File: src/rtl/cp0_pkg.sv
// Shared CP0 definitions: register numbers, field positions, exception codes.
package cp0_pkg;

   localparam int unsigned DATA_W = 32;
   localparam int unsigned REG_W  = 5;
   localparam int unsigned EXC_W  = 5;
   localparam int unsigned IM_W   = 6;

   // CP0 register numbers
   localparam logic [REG_W-1:0] REG_SR    = 5'd12;
   localparam logic [REG_W-1:0] REG_CAUSE = 5'd13;
   localparam logic [REG_W-1:0] REG_EPC   = 5'd14;
   localparam logic [REG_W-1:0] REG_PRID  = 5'd15;

   // SR field positions
   localparam int unsigned SR_IE_BIT  = 0;
   localparam int unsigned SR_EXL_BIT = 1;
   localparam int unsigned SR_IM_LO   = 10;

   // Cause field positions
   localparam int unsigned CAUSE_EXC_LO = 2;
   localparam int unsigned CAUSE_IP_LO  = 10;
   localparam int unsigned CAUSE_BD_BIT = 31;

   // Exception codes (Cause.ExcCode)
   localparam logic [EXC_W-1:0] EXC_INT  = 5'd0;
   localparam logic [EXC_W-1:0] EXC_ADEL = 5'd4;
   localparam logic [EXC_W-1:0] EXC_ADES = 5'd5;
   localparam logic [EXC_W-1:0] EXC_RI   = 5'd10;
   localparam logic [EXC_W-1:0] EXC_OV   = 5'd12;

   // Processor identification, hard-wired
   localparam logic [DATA_W-1:0] PRID_VALUE = 32'h0000_1234;

   // EPC is always word aligned
   localparam logic [DATA_W-1:0] WORD_ALIGN_MASK = 32'hFFFF_FFFC;

   // Word-align an address by clearing the two low bits
   function automatic logic [DATA_W-1:0] word_align(input logic [DATA_W-1:0] addr);
      return addr & WORD_ALIGN_MASK;
   endfunction

endpackage

File: src/rtl/cp0_handler.sv
// CP0 exception/interrupt handler: SR, Cause, EPC, PRId with M-stage capture.
module cp0_handler
   import cp0_pkg::*;
(
   input  logic                clk,
   input  logic                reset,
   input  logic [DATA_W-1:0]   pc_m,
   input  logic [EXC_W-1:0]    excode_m,
   input  logic                bd_m,
   input  logic [IM_W-1:0]     hwint,
   input  logic                we,
   input  logic [REG_W-1:0]    a1,
   input  logic [REG_W-1:0]    a2,
   input  logic [DATA_W-1:0]   din,
   input  logic                eret_m,
   output logic [DATA_W-1:0]   dout,
   output logic [DATA_W-1:0]   epc_out,
   output logic                int_req
);

   // SR fields
   logic [IM_W-1:0]   sr_im;
   logic              sr_exl;
   logic              sr_ie;

   // Cause fields
   logic              cause_bd;
   logic [IM_W-1:0]   cause_ip;
   logic [EXC_W-1:0]  cause_exc;

   // Exception program counter
   logic [DATA_W-1:0] epc;

   logic              int_pending;
   logic              exc_pending;
   logic              mtc0_en;
   logic [DATA_W-1:0] pc_victim;
   logic [DATA_W-1:0] sr_value;
   logic [DATA_W-1:0] cause_value;

   // Pending-event detection and the zero-latency take-exception request
   always_comb begin
      int_pending = (|(hwint & sr_im)) & sr_ie & ~sr_exl;
      exc_pending = (excode_m != EXC_INT) & ~sr_exl;
      int_req     = ~reset & (int_pending | exc_pending);
      mtc0_en     = we & ~int_req;
      pc_victim   = word_align(bd_m ? (pc_m - 32'd4) : pc_m);
   end

   // SR: exception entry sets EXL, eret clears it, mtc0 writes IM/EXL/IE
   always_ff @(posedge clk) begin
      if (reset) begin
         sr_im  <= '0;
         sr_exl <= 1'b0;
         sr_ie  <= 1'b0;
      end else if (int_req) begin
         sr_exl <= 1'b1;
      end else if (eret_m) begin
         sr_exl <= 1'b0;
      end else if (mtc0_en && (a2 == REG_SR)) begin
         sr_im  <= din[SR_IM_LO +: IM_W];
         sr_exl <= din[SR_EXL_BIT];
         sr_ie  <= din[SR_IE_BIT];
      end
   end

   // Cause: IP follows hwint every edge; BD/ExcCode captured on exception entry
   always_ff @(posedge clk) begin
      if (reset) begin
         cause_bd  <= 1'b0;
         cause_ip  <= '0;
         cause_exc <= EXC_INT;
      end else begin
         cause_ip <= hwint;
         if (int_req) begin
            cause_bd  <= bd_m;
            cause_exc <= int_pending ? EXC_INT : excode_m;
         end
      end
   end

   // EPC: capture the victim PC on exception entry, else accept mtc0
   always_ff @(posedge clk) begin
      if (reset) begin
         epc <= '0;
      end else if (int_req) begin
         epc <= pc_victim;
      end else if (mtc0_en && (a2 == REG_EPC)) begin
         epc <= word_align(din);
      end
   end

   // Architectural views of SR and Cause; unimplemented bits read zero
   always_comb begin
      sr_value                              = '0;
      sr_value[SR_IM_LO +: IM_W]            = sr_im;
      sr_value[SR_EXL_BIT]                  = sr_exl;
      sr_value[SR_IE_BIT]                   = sr_ie;

      cause_value                           = '0;
      cause_value[CAUSE_BD_BIT]             = cause_bd;
      cause_value[CAUSE_IP_LO +: IM_W]      = cause_ip;
      cause_value[CAUSE_EXC_LO +: EXC_W]    = cause_exc;
   end

   // mfc0 read port; reflects register state before this cycle's edge
   always_comb begin
      dout = '0;
      case (a1)
         REG_SR:    dout = sr_value;
         REG_CAUSE: dout = cause_value;
         REG_EPC:   dout = epc;
         REG_PRID:  dout = PRID_VALUE;
         default:   dout = '0;
      endcase
   end

   assign epc_out = epc;

endmodule

File: config.mk
export PLATFORM = sky130hd
export DESIGN_NAME = cp0_handler
export DESIGN_NICKNAME = d
export VERILOG_FILES = /design/src/rtl/cp0_pkg.sv /design/src/rtl/cp0_handler.sv
export SDC_FILE = /design/constraint.sdc
export NUM_CORES = 1
export LEC_CHECK = 0
export ABC_AREA = 1
export ABC_CLOCK_PERIOD_IN_PS = 2550
export BUFFER_PORTS_ARGS = -buffer_cell sky130_fd_sc_hd__buf_2
export CAP_MARGIN = 20
export CORE_MARGIN = 1
export CORE_UTILIZATION = 52
export CTS_CLUSTER_DIAMETER = 120
export CTS_CLUSTER_SIZE = 16
export DETAILED_ROUTE_END_ITERATION = 16
export PLACE_DENSITY_LB_ADDON = 0.2
export SETUP_SLACK_MARGIN = 0.1
export SLEW_MARGIN = 20
export SYNTH_ARGS = -nofsm -noshare
export SYNTH_HDL_FRONTEND = slang
export SYNTH_SLANG_ARGS = --single-unit
File: constraint.sdc
create_clock -name clk -period 2.55 [get_ports clk]
set_input_delay 0.1275 -clock clk [delete_from_list [all_inputs] [get_ports clk]]
set_output_delay 0.1275 -clock clk [all_outputs]
set_load 0.005 [all_outputs]
==> out/results.ini, run 1 <==
[timing]
maxSlewHeadroom_pct=66.4
rsz0062_at_grt=false
finClkSkew_ns=0.0106
whs_ns=0.0328
fin_tns_setup_ns=0
hold_violations=0
min_period_over_period_pct=88.2
setup_violations=0
worst_slew_pin_slew_ns=0.503
layout_min_cycle_time_ns=2.25
fmax_mhz=445
maxSlewViolCount=0

[synthesis]
synth-edff-count=0
syn_area_per_cell_um2=5.99
synth.area.top_cells=dfxtp_1 29%, nand2_1 18%, nor2_1 9.0%
yosysUniqueCellTypes=41
yosys.area.top_type_share_pct=29.2
ys.flop_type=dfxtp_1
syn_inst=572
synth_area_mm2=0.00343
yosysWarnings=0
synth_top_cell_by_area=dfxtp_1
yosysSeqAreaShare_pct=29.2
ys_ff_latch=50
postSynth.asyncResetShare_pct=0

[setup_path]
cp_cell_sequence=inv_1, o21ai_0, o21ai_1, nand2_4, nand2_4, inv_2, buf_2
worstPathRequired_ns=2.42
crit_family=buffers and inverters
path_max_fanout=28
r2r_cells=9
r2r_start=sr_im[5]
start_kind=flip-flop
crit_arrival_ns=2.12
ff2ff_setup_slack_ns=0.46
end_kind=output pin
slowest_stage=inv_2
cpMostUsedCell=nand2_4
reg2reg_to=epc_out[30]
worst-path-buf-inv=3
crit_type=reg2out
cpPeakStageDelay_ns=0.46

[power]
seq_power_share_pct=48.0
leakagePower_nw=2.19
swShare_pct=30.9
p_sw_w=0.000564
powerDensity_mw_per_mm2=426
p_clk_share_pct=28.3
ir_drop_mv=0.308
intPower_w=0.00126
p_comb_share_pct=23.8
power_w=0.00182

[routing]
antenna_left=0
drc=0
wl_um=10100
drt_iter0_drc=252
vias_per_cell=5.19
num_vias=4106
wire_per_inst_um=12.8
drtPass1Iterations=4

[global_routing]
antenna_found_initial=0
grt_max_degree=35
grt_pass1_wl_um=16800
grt_use_total_pct=29.6
grt_pass1_vias=3652
grt_overflow=0

[clock_network]
tritoncts.num_buffers=5
cts_max_level=2
clock-root-buffer=clkbuf_8
clk_latency_ns=0.30
postCtsSetupRepairBufs=0
cts_resized=0
cts_hold_buf=0
clk_path_buf_depth=2
cts_tree=yes
cts_sinks=50
path_clk_slew_ns=0.09

[outcome]
outcome=finished, final reports clean

[placed_design]
place_congestion=0.979
dpl.hpwl_um=8020
io_buffers=150

[finish]
utilization_pct=67.4
syn_to_final_growth_pct=24.9
final_nets=804
drive_above_1_share_pct=25.9
num_antenna_cells=0
n_fill_cell=581

[flow_run]
cap_violations=0

[min_path]
hp-class=in2reg
min_path_cells=3
min_from=hwint[4]
hold_end=cause_ip[4]

[die]
chipWidth_um=83.2
die_h_um=83.2
design.portCount=155
start_util_pct=54.0
core-area_mm2=0.00635
placementRows=29
dieArea_mm2=0.00692

-- sequential cells by signal, summed over array words and instances (netlist names) --
| register | cells |
|---|---|
| cause_exc | 5 |
| sr_ie | 1 |
| sr_exl | 1 |
| sr_im | 6 |
| cause_bd | 1 |
| cause_ip | 6 |
| epc_out | 30 |
-- area by class of cell --
cell class                      instances  area, µm²  area share [%]
Clock buffer                            7       96.3            2.25
Clock inverter                          1       8.76           0.205
Inverter                               85        324            7.57
Multi-Input combinational cell        417       1970            46.1
Sequential cell                        50       1000            23.4
Tap cell                               77       96.3            2.25
Timing Repair Buffer                  154        781            18.2
-- worst min-delay path, delay by kind of cell --
kind | cells | cell delay (ns)
buffers and inverters | 2 | 0.14
AND/OR/NAND/NOR | 1 | 0.03
-- worst max-delay path by stage --
stage,from,to,slack (ns),cells after the start
floorplan,sr_im[5],sr_im[0],1.11,9
global placement,sr_im[5],epc_out[19],0.58,9
detailed placement,sr_im[5],epc_out[30],0.52,9
CTS,sr_im[5],int_req,0.32,7
global route,sr_im[5],int_req,0.14,7
finish,sr_im[5],int_req,0.30,7
-- metrics by stage --
stage | instance area, µm² | worst slack, ns | cells
2_1_floorplan | 3430 | 1.11 | 573
3_3_place_gp | 4170 | 0.576 | 783
3_5_place_dp | 4170 | 0.518 | 783
4_1_cts | 4280 | 0.316 | 791
5_1_grt | 4280 | 0.137 | 791
6_report | 4280 | 0.301 | 791
-- placed cells by master, fill, tap and decap left out --
| cell type | count |
|---|---|
| o2111ai_1 | 1 |
| nand2_2 | 1 |
| or2_0 | 1 |
| inv_1 | 81 |
| nor3_1 | 5 |
| dfxtp_1 | 50 |
| buf_2 | 150 |
| nand3_1 | 30 |
| o21ai_0 | 37 |
| clkinv_4 | 2 |
| ha_1 | 1 |
| nor4_1 | 1 |
| inv_2 | 2 |
| nand3_2 | 1 |
| a22o_1 | 2 |
| o21ai_1 | 5 |
| nor2_1 | 82 |
| nor3b_1 | 1 |
| nand4_1 | 6 |
| nand2_1 | 163 |
| nand2_4 | 3 |
| o221ai_1 | 2 |
| buf_4 | 4 |
| or2_1 | 1 |
| clkinv_1 | 1 |
| a21oi_1 | 36 |
| or2_2 | 1 |
| a31oi_1 | 2 |
| o211ai_1 | 6 |
| nand4_2 | 1 |
| nor2_2 | 5 |
| a211oi_2 | 2 |
| a21oi_2 | 4 |
| xor2_1 | 7 |
| o21ai_4 | 1 |
| conb_1 | 2 |
| xnor2_1 | 6 |
| nor2_4 | 1 |
| clkbuf_8 | 7 |
-- power groups by stage --
stage          Combinational (W)  Sequential [W]  Clock, W
2_1_floorplan           0.000253        0.000890         0
3_3_place_gp            0.000417        0.000891         0
3_5_place_dp            0.000428        0.000893         0
4_1_cts                 0.000430        0.000875  0.000523
5_1_grt                 0.000487        0.000883  0.000555
6_report                0.000434        0.000875  0.000516
-- cell usage after synthesis, types with 3 or more instances --
cell type / number
a21oi_1: 36
a21oi_2: 4
buf_2: 4
buf_4: 5
buf_6: 4
clkbuf_1: 7
dfxtp_1: 50
inv_1: 81
nand2_1: 163
nand2_4: 3
nand3_1: 30
nand4_1: 6
nor2_1: 82
nor2_2: 5
nor3_1: 5
o211ai_1: 6
o21ai_0: 37
o21ai_1: 5
xnor2_1: 6
xor2_1: 7
-- cells by family (layout without fill, tap and decap cells) --
logic type,Yosys count,count (layout),share of synthesized area [%]
simple gates,303,303,37.1
xor+xnor,13,13,3.32
other cells,1,2,0.109
flops,50,50,29.2
fa+ha+maj,1,1,0.365
compound gates,98,98,16.6
buf+inv,106,247,13.3
-- metal layers --
| layer | vias up | GRT usage (%) | routed length (µm) |
|---|---|---|---|
| met3 | 17 | 3.88 | 828 |
| met5 | - | 0 | 0 |
| met2 | 196 | 47.6 | 4590 |
| met1 | 1815 | 41.5 | 4550 |
| li1 | 2078 | - | - |
| met4 | 0 | 8.78 | 171 |
(Power assumes the default switching activity.)
==> inputs of run 2 (changes only) <==
--- a/config.mk
+++ b/config.mk
@@ -9,8 +9,10 @@
 export ABC_CLOCK_PERIOD_IN_PS = 2550
 export BUFFER_PORTS_ARGS = -buffer_cell sky130_fd_sc_hd__buf_2
 export CAP_MARGIN = 20
+export CELL_PAD_IN_SITES_DETAIL_PLACEMENT = 1
+export CELL_PAD_IN_SITES_GLOBAL_PLACEMENT = 2
 export CORE_MARGIN = 1
-export CORE_UTILIZATION = 52
+export CORE_UTILIZATION = 25
 export CTS_CLUSTER_DIAMETER = 120
 export CTS_CLUSTER_SIZE = 16
 export DETAILED_ROUTE_END_ITERATION = 16
==> run 2 against run 1 <==
Clock skew fell by 0.0084 ns. Power rose by 14%. Die area rose by 100%. Register-to-register slack improved by 0.09 ns. Routed wire length rose by 33%. Non-clock buffer count rose by 1. Via count fell by 2.0%. Largest power group unchanged. Critical path type unchanged. Highest routed layer unchanged.
==> out/results.ini, run 2 (synthesis results as in run 1) <==
[outcome]
outcome=finished, final reports clean

[placed_design]
place_congestion=0.826  ; -16%
place_worst_setup_slack_ns=0.544  ; +0.0260 ns
dpl.hpwl_um=11100  ; +38%
placedCellCount=883  ; +13%
io_buffers=150  ; unchanged

[setup_path]
r2r_cells=9  ; unchanged
end_kind=output pin
reg2reg_to=epc_out[29]
crit_type=reg2out
ff2ff_setup_slack_ns=0.55  ; +0.09 ns
crit_arrival_ns=1.97  ; -0.15 ns
worstPathRequired_ns=2.42  ; about the same
r2r_start=sr_im[5]
start_kind=flip-flop
cpPeakStageDelay_ns=0.38  ; -0.08 ns
path_max_fanout=28  ; unchanged
cpMostUsedCell=nand2_4
slowest_stage=o21ai_1
cp_cell_sequence=nand2_1, nand4_1, o21ai_1, nand2_4, nand2_4, inv_2, buf_2

[finish]
syn_to_final_growth_pct=30.4
drive_above_1_share_pct=25.7  ; -0.18 points
multiInputGateArea_mm2=0.00197  ; unchanged
final_cell_mix=163 x nand2_1, 150 x buf_2, 82 x nor2_1
largest_reg_flops=30  ; unchanged
regArea_mm2=0.00100  ; unchanged
fin_cells=891  ; +13%
final_common_cell=nand2_1
num_antenna_cells=0  ; unchanged
final_nets=805  ; +0.12%
n_fill_cell=1802  ; +210%

[die]
design.portCount=155  ; unchanged
dieArea_mm2=0.0142  ; +100%
core-area_mm2=0.0133  ; +110%
die_h_um=119  ; +43%
placementRows=42  ; +45%
chipWidth_um=119  ; +43%
start_util_pct=25.8  ; -28 points

[min_path]
min_from=hwint[5]
hp-class=in2reg
min_path_cells=3  ; unchanged
hold_end=cause_ip[5]

[global_routing]
antenna_found_initial=0  ; unchanged
grt_use_total_pct=19.4  ; -10 points
grt_pass1_wl_um=21600  ; +28%
grt_pass1_vias=4198  ; +15%
grt_max_degree=35  ; unchanged
grt_overflow=0  ; unchanged

[routing]
vias_per_cell=4.52  ; -13%
drc=0  ; unchanged
wl_met2_um=6050  ; +32%
drt_iter0_drc=126  ; -50%
antenna_left=0  ; unchanged
highest_layer=met4
num_vias=4025  ; -2.0%
drtPass1Iterations=4  ; unchanged
wl_um=13500  ; +33%
dr_wl_met3_um=556  ; -33%
m1WireLength_um=6700  ; +47%
wire_per_inst_um=15.1  ; +18%

[timing]
fmax_mhz=477  ; +7.4%
setup_violations=0  ; unchanged
whs_ns=0.0522  ; +0.0194 ns
min_period_over_period_pct=82.1  ; -6.0 points
worst_slew_pin_slew_ns=0.539  ; +0.0360 ns
finClkSkew_ns=0.00218  ; -0.00838 ns
layout_min_cycle_time_ns=2.09  ; -0.154 ns
hold_violations=0  ; unchanged
rsz0062_at_grt=false
setup_slack_ns=0.456  ; +0.154 ns
fin_tns_setup_ns=0  ; unchanged
maxSlewViolCount=0  ; unchanged
maxSlewHeadroom_pct=64.0  ; -2.4 points

[clock_network]
clock-root-buffer=clkbuf_16
cts_tree=yes
clk_latency_ns=0.29  ; about the same
cts_hold_buf=0  ; unchanged
postCtsSetupRepairBufs=0  ; unchanged
clk_path_buf_depth=2  ; unchanged
cts_resized=0  ; unchanged
cts_sinks=50  ; unchanged
tritoncts.num_buffers=5  ; unchanged
path_clk_slew_ns=0.06  ; -0.03 ns
cts_max_level=2  ; unchanged

[flow_run]
cap_violations=0  ; unchanged

[power]
powerDensity_mw_per_mm2=467  ; +9.6%
leakagePower_nw=2.22  ; +1.3%
ir_drop_mv=0.217  ; -30%

run 2: final cells by class:
class / count / area share, %
Sequential cell: 50 / 22.4
Inverter: 85 / 7.25
Clock buffer: 7 / 2.97
Timing Repair Buffer: 155 / 17.6
Tap cell: 176 / 4.93
Clock inverter: 1 / 0.672
Multi-Input combinational cell: 417 / 44.1
run 2: how the worst max path moves through the flow:
stage	from	end	slack, ns	cells after the start
floorplan	sr_im[5]	sr_im[0]	1.11	9
global placement	sr_im[5]	epc_out[29]	0.54	9
detailed placement	sr_im[5]	epc_out[7]	0.54	8
CTS	sr_im[1]	int_req	0.42	7
global route	sr_im[1]	int_req	0.28	7
finish	sr_im[1]	int_req	0.46	7
run 2: metal layers:
metal  GRT usage (%)  vias to the layer above
met5               0                        -
met1            27.3                     1854
li1                -                     2069
met3            2.63                       10
met2            31.1                       92
met4            4.83                        0
run 2: metrics by stage:
| stage | utilization [%] | instance area [µm²] | power (W) |
|---|---|---|---|
| 2_1_floorplan | - | 3430 | 0.00114 |
| 3_3_place_gp | 32.4 | 4310 | 0.00135 |
| 3_5_place_dp | 32.4 | 4310 | 0.00136 |
| 4_1_cts | 33.6 | 4470 | 0.00212 |
| 5_1_grt | 33.6 | 4470 | 0.00220 |
| 6_report | 33.6 | 4470 | 0.00209 |
run 2: report_power, final:
part | total, W | internal [W] | switching, W
Sequential | 0.000879 | 0.000839 | 0.0000401
Clock | 0.000754 | 0.000464 | 0.000290
Combinational | 0.000455 | 0.000174 | 0.000281
Total | 0.00209 | 0.00148 | 0.000611
run 2: worst max-delay path, delay by kind of cell, from the launching register on:
family / cells / cell delay (ns)
AND/OR/NAND/NOR: 4 / 0.49
buffers and inverters: 2 / 0.49
AO/OA/AOI/OAI: 1 / 0.38
flip-flops: 1 / 0.31
==> inputs of run 3 (changes only) <==
--- a/config.mk
+++ b/config.mk
@@ -5,14 +5,14 @@
 export SDC_FILE = /design/constraint.sdc
 export NUM_CORES = 1
 export LEC_CHECK = 0
-export ABC_AREA = 1
-export ABC_CLOCK_PERIOD_IN_PS = 2550
+export ABC_AREA = 0
+export ABC_CLOCK_PERIOD_IN_PS = 1700
 export BUFFER_PORTS_ARGS = -buffer_cell sky130_fd_sc_hd__buf_2
 export CAP_MARGIN = 20
 export CELL_PAD_IN_SITES_DETAIL_PLACEMENT = 1
 export CELL_PAD_IN_SITES_GLOBAL_PLACEMENT = 2
 export CORE_MARGIN = 1
-export CORE_UTILIZATION = 25
+export CORE_UTILIZATION = 23
 export CTS_CLUSTER_DIAMETER = 120
 export CTS_CLUSTER_SIZE = 16
 export DETAILED_ROUTE_END_ITERATION = 16
==> constraint.sdc (replaced) <==
create_clock -name clk -period 1.7 [get_ports clk]
set_input_delay 0.085 -clock clk [delete_from_list [all_inputs] [get_ports clk]]
set_output_delay 0.085 -clock clk [all_outputs]
set_load 0.005 [all_outputs]
==> run 3 against run 2 <==
Sequential share of layout area down 3.6 points. Register-to-register slack worse by 0.55 ns. Critical path depth down 1. Clock power up 75%. Flip-flop and latch count unchanged. Combinational power up 80%. Via count down 2.6%. Power up 67%. First-iteration DRC count up 4.0%. Design area up 20%. Hold slack worse by 0.015 ns. Setup slack worse by 0.46 ns. Critical endpoint is now cause_bd.
==> out/results.ini, run 3 <==
[setup_path]
worstPathRequired_ns=1.91  ; -0.51 ns
ff2ff_setup_slack_ns=0.0005  ; -0.55 ns
reg2reg_to=cause_bd
path_max_fanout=5  ; -82%
r2r_start=sr_im[0]
crit_type=reg2reg
start_kind=flip-flop
crit_arrival_ns=1.91  ; -0.06 ns
end_kind=flip-flop
r2r_cells=6  ; -3

[global_routing]
grt_use_total_pct=19.9  ; +0.47 points
antenna_found_initial=0  ; unchanged
grt_max_degree=35  ; unchanged
grt_pass1_wl_um=22500  ; +4.4%
grt_overflow=0  ; unchanged
grt_pass1_vias=4067  ; -3.1%

[routing]
drtPass1Iterations=4  ; unchanged
m1WireLength_um=6370  ; -4.9%
drt_iter0_drc=131  ; +4.0%
vias_per_cell=5.11  ; +13%
wl_um=14500  ; +7.8%
wl_met2_um=7230  ; +19%
num_vias=3921  ; -2.6%
dr_wl_met3_um=676  ; +22%
highest_layer=met4
wire_per_inst_um=18.9  ; +25%
drc=0  ; unchanged
antenna_left=0  ; unchanged

[placed_design]
dpl.hpwl_um=10400  ; -6.2%
place_congestion=0.785  ; -5.0%
place_worst_setup_slack_ns=-0.259  ; -0.803 ns
io_buffers=150  ; unchanged
dpl_cell_area_mm2=0.00471  ; +9.4%
placedCellCount=748  ; -15%

[power]
leakagePower_nw=2.30  ; +3.4%
powerDensity_mw_per_mm2=650  ; +39%
ir_drop_mv=0.464  ; +110%
power_w=0.00349  ; +67%

[timing]
hold_violations=0  ; unchanged
min_period_over_period_pct=100
layout_min_cycle_time_ns=1.70
finClkSkew_ns=0.0102  ; +0.00803 ns
maxSlewHeadroom_pct=50.4  ; -14 points
rsz0062_at_grt=true
setup_slack_ns=0.000541  ; -0.455 ns
maxSlewViolCount=0  ; unchanged
setup_violations=0  ; unchanged
worst_slew_pin_slew_ns=0.744  ; +0.206 ns
fmax_mhz=588

[finish]
final_common_cell=buf_2
fin_cells=768  ; -14%
multiInputGateArea_mm2=0.00249  ; +26%
stdcell_area_mm2=0.00536  ; +20%
regArea_mm2=0.00101  ; +0.75%
n_fill_cell=1653  ; -8.3%
largest_reg_flops=30  ; unchanged
final_cell_mix=150 x buf_2, 55 x buf_4, 44 x dfxtp_1
final_nets=677  ; -16%
syn_to_final_growth_pct=62.6
utilization_pct=38.5  ; +4.9 points
drive_above_1_share_pct=50.3  ; +25 points

[synthesis]
synth-edff-count=0  ; unchanged
syn_inst=397  ; -31%
ys.flop_type=dfxtp_1
yosysSeqAreaShare_pct=30.3  ; +1.1 points
yosysWarnings=0  ; unchanged
postSynth.asyncResetShare_pct=0  ; unchanged
syn_area_per_cell_um2=8.31  ; +39%
ys_ff_latch=50  ; unchanged
synth_common_cells=50 x dfxtp_1, 29 x a2111oi_0, 29 x and3_1, 29 x clkbuf_1, 28 x nor2_1
yosysUniqueCellTypes=48  ; +17%
yosys.area.top_type_share_pct=30.3  ; +1.1 points
synth_area_mm2=0.00330  ; -3.7%
yosysMostFrequentCell=dfxtp_1
synth.area.top_cells=dfxtp_1 30%, a2111oi_0 7.7%, and3_1 5.5%
synth_top_cell_by_area=dfxtp_1

[min_path]
hold_end=cause_ip[3]
min_from=hwint[3]
min_path_cells=2  ; -1
hp-class=in2reg

[clock_network]
cts_tree=yes
clk_path_buf_depth=2  ; unchanged
tritoncts.num_buffers=5  ; unchanged
clock-root-buffer=clkbuf_16
cts_max_level=2  ; unchanged
path_clk_slew_ns=0.08  ; +0.02 ns
clk_latency_ns=0.30  ; about the same
cts_sinks=50  ; unchanged

[die]
core-area_mm2=0.0139  ; +4.8%
die_h_um=122  ; +2.3%
chipWidth_um=122  ; +2.3%
placementRows=43  ; +2.4%
design.portCount=155  ; unchanged
dieArea_mm2=0.0148  ; +4.6%
start_util_pct=23.7  ; -2.1 points

[flow_run]
cap_violations=0  ; unchanged

[outcome]
outcome=finished, final reports clean

## run 3: worst max path at each step
stage          startpoint           to  slack [ns]
6_report         sr_im[0]     cause_bd      0.0005
5_1_grt          sr_im[3]        sr_ie       -0.05
4_1_cts          sr_im[3]     sr_im[0]       0.005
3_5_place_dp     pc_m[26]  epc_out[30]       -0.26
3_3_place_gp     pc_m[22]  epc_out[31]       -0.22
2_1_floorplan    pc_m[26]  epc_out[30]       -0.11
## run 3: what timing repair did
item / in CTS / in global routing
resized for setup: 57 / 33
buffers inserted: 5 / 3
gates cloned: 3 / 1
endpoints found under the setup margin: 37 / 44
pin swaps: 6 / 12
hold buffers: 0 / 0
## run 3: worst max-delay path: stages, from the launching register on
cell	delay, ns
dfxtp_2	0.34
a22oi_2	0.23
a311oi_4	0.14
buf_4	0.19
clkbuf_16	0.16
or3b_2	0.43
a21oi_1	0.13
## run 3: cells by family (layout without fill, tap and decap cells)
family | after synthesis | after routing | share of synthesized area (%)
muxes | 17 | 17 | 5.16
and+or+nand+nor | 170 | 172 | 30.7
buffers and inverters | 42 | 229 | 5.65
DFF | 50 | 50 | 30.3
AOI/OAI and AO/OA | 103 | 103 | 24.2
adders and majority gates | 1 | 1 | 0.379
other | 1 | 3 | 0.114
xor gates and xnor gates | 13 | 13 | 3.45
## run 3: routing by layer
metal / track usage, % / vias up
met1: 25.8 / 1892
met5: 0 / -
met3: 2.57 / 17
li1: - / 1908
met4: 4.94 / 0
met2: 34.5 / 104
## run 3: where the power goes
part	switching, W	internal, W
registers	0.0000847	0.00126
clock network	0.000476	0.000847
logic	0.000412	0.000407
total	0.000973	0.00251
## run 3: metrics by stage
stage | setup TNS [ns] | hold slack, ns
2_1_floorplan | -0.124 | 0.213
3_3_place_gp | -2.44 | 0.323
3_5_place_dp | -2.73 | 0.323
4_1_cts | 0 | 0.0249
5_1_grt | -0.303 | 0.0535
6_report | 0 | 0.0376
## run 3: layout make-up
cell class | instances | share of cell area [%]
clock buffers | 5 | 2.33
flip-flops and latches | 50 | 18.8
clock inverters | 3 | 1.28
inverters | 3 | 0.210
well taps | 180 | 4.20
repair buffers | 218 | 26.7
multi-input cells | 308 | 46.4
diodes | 1 | 0.0467
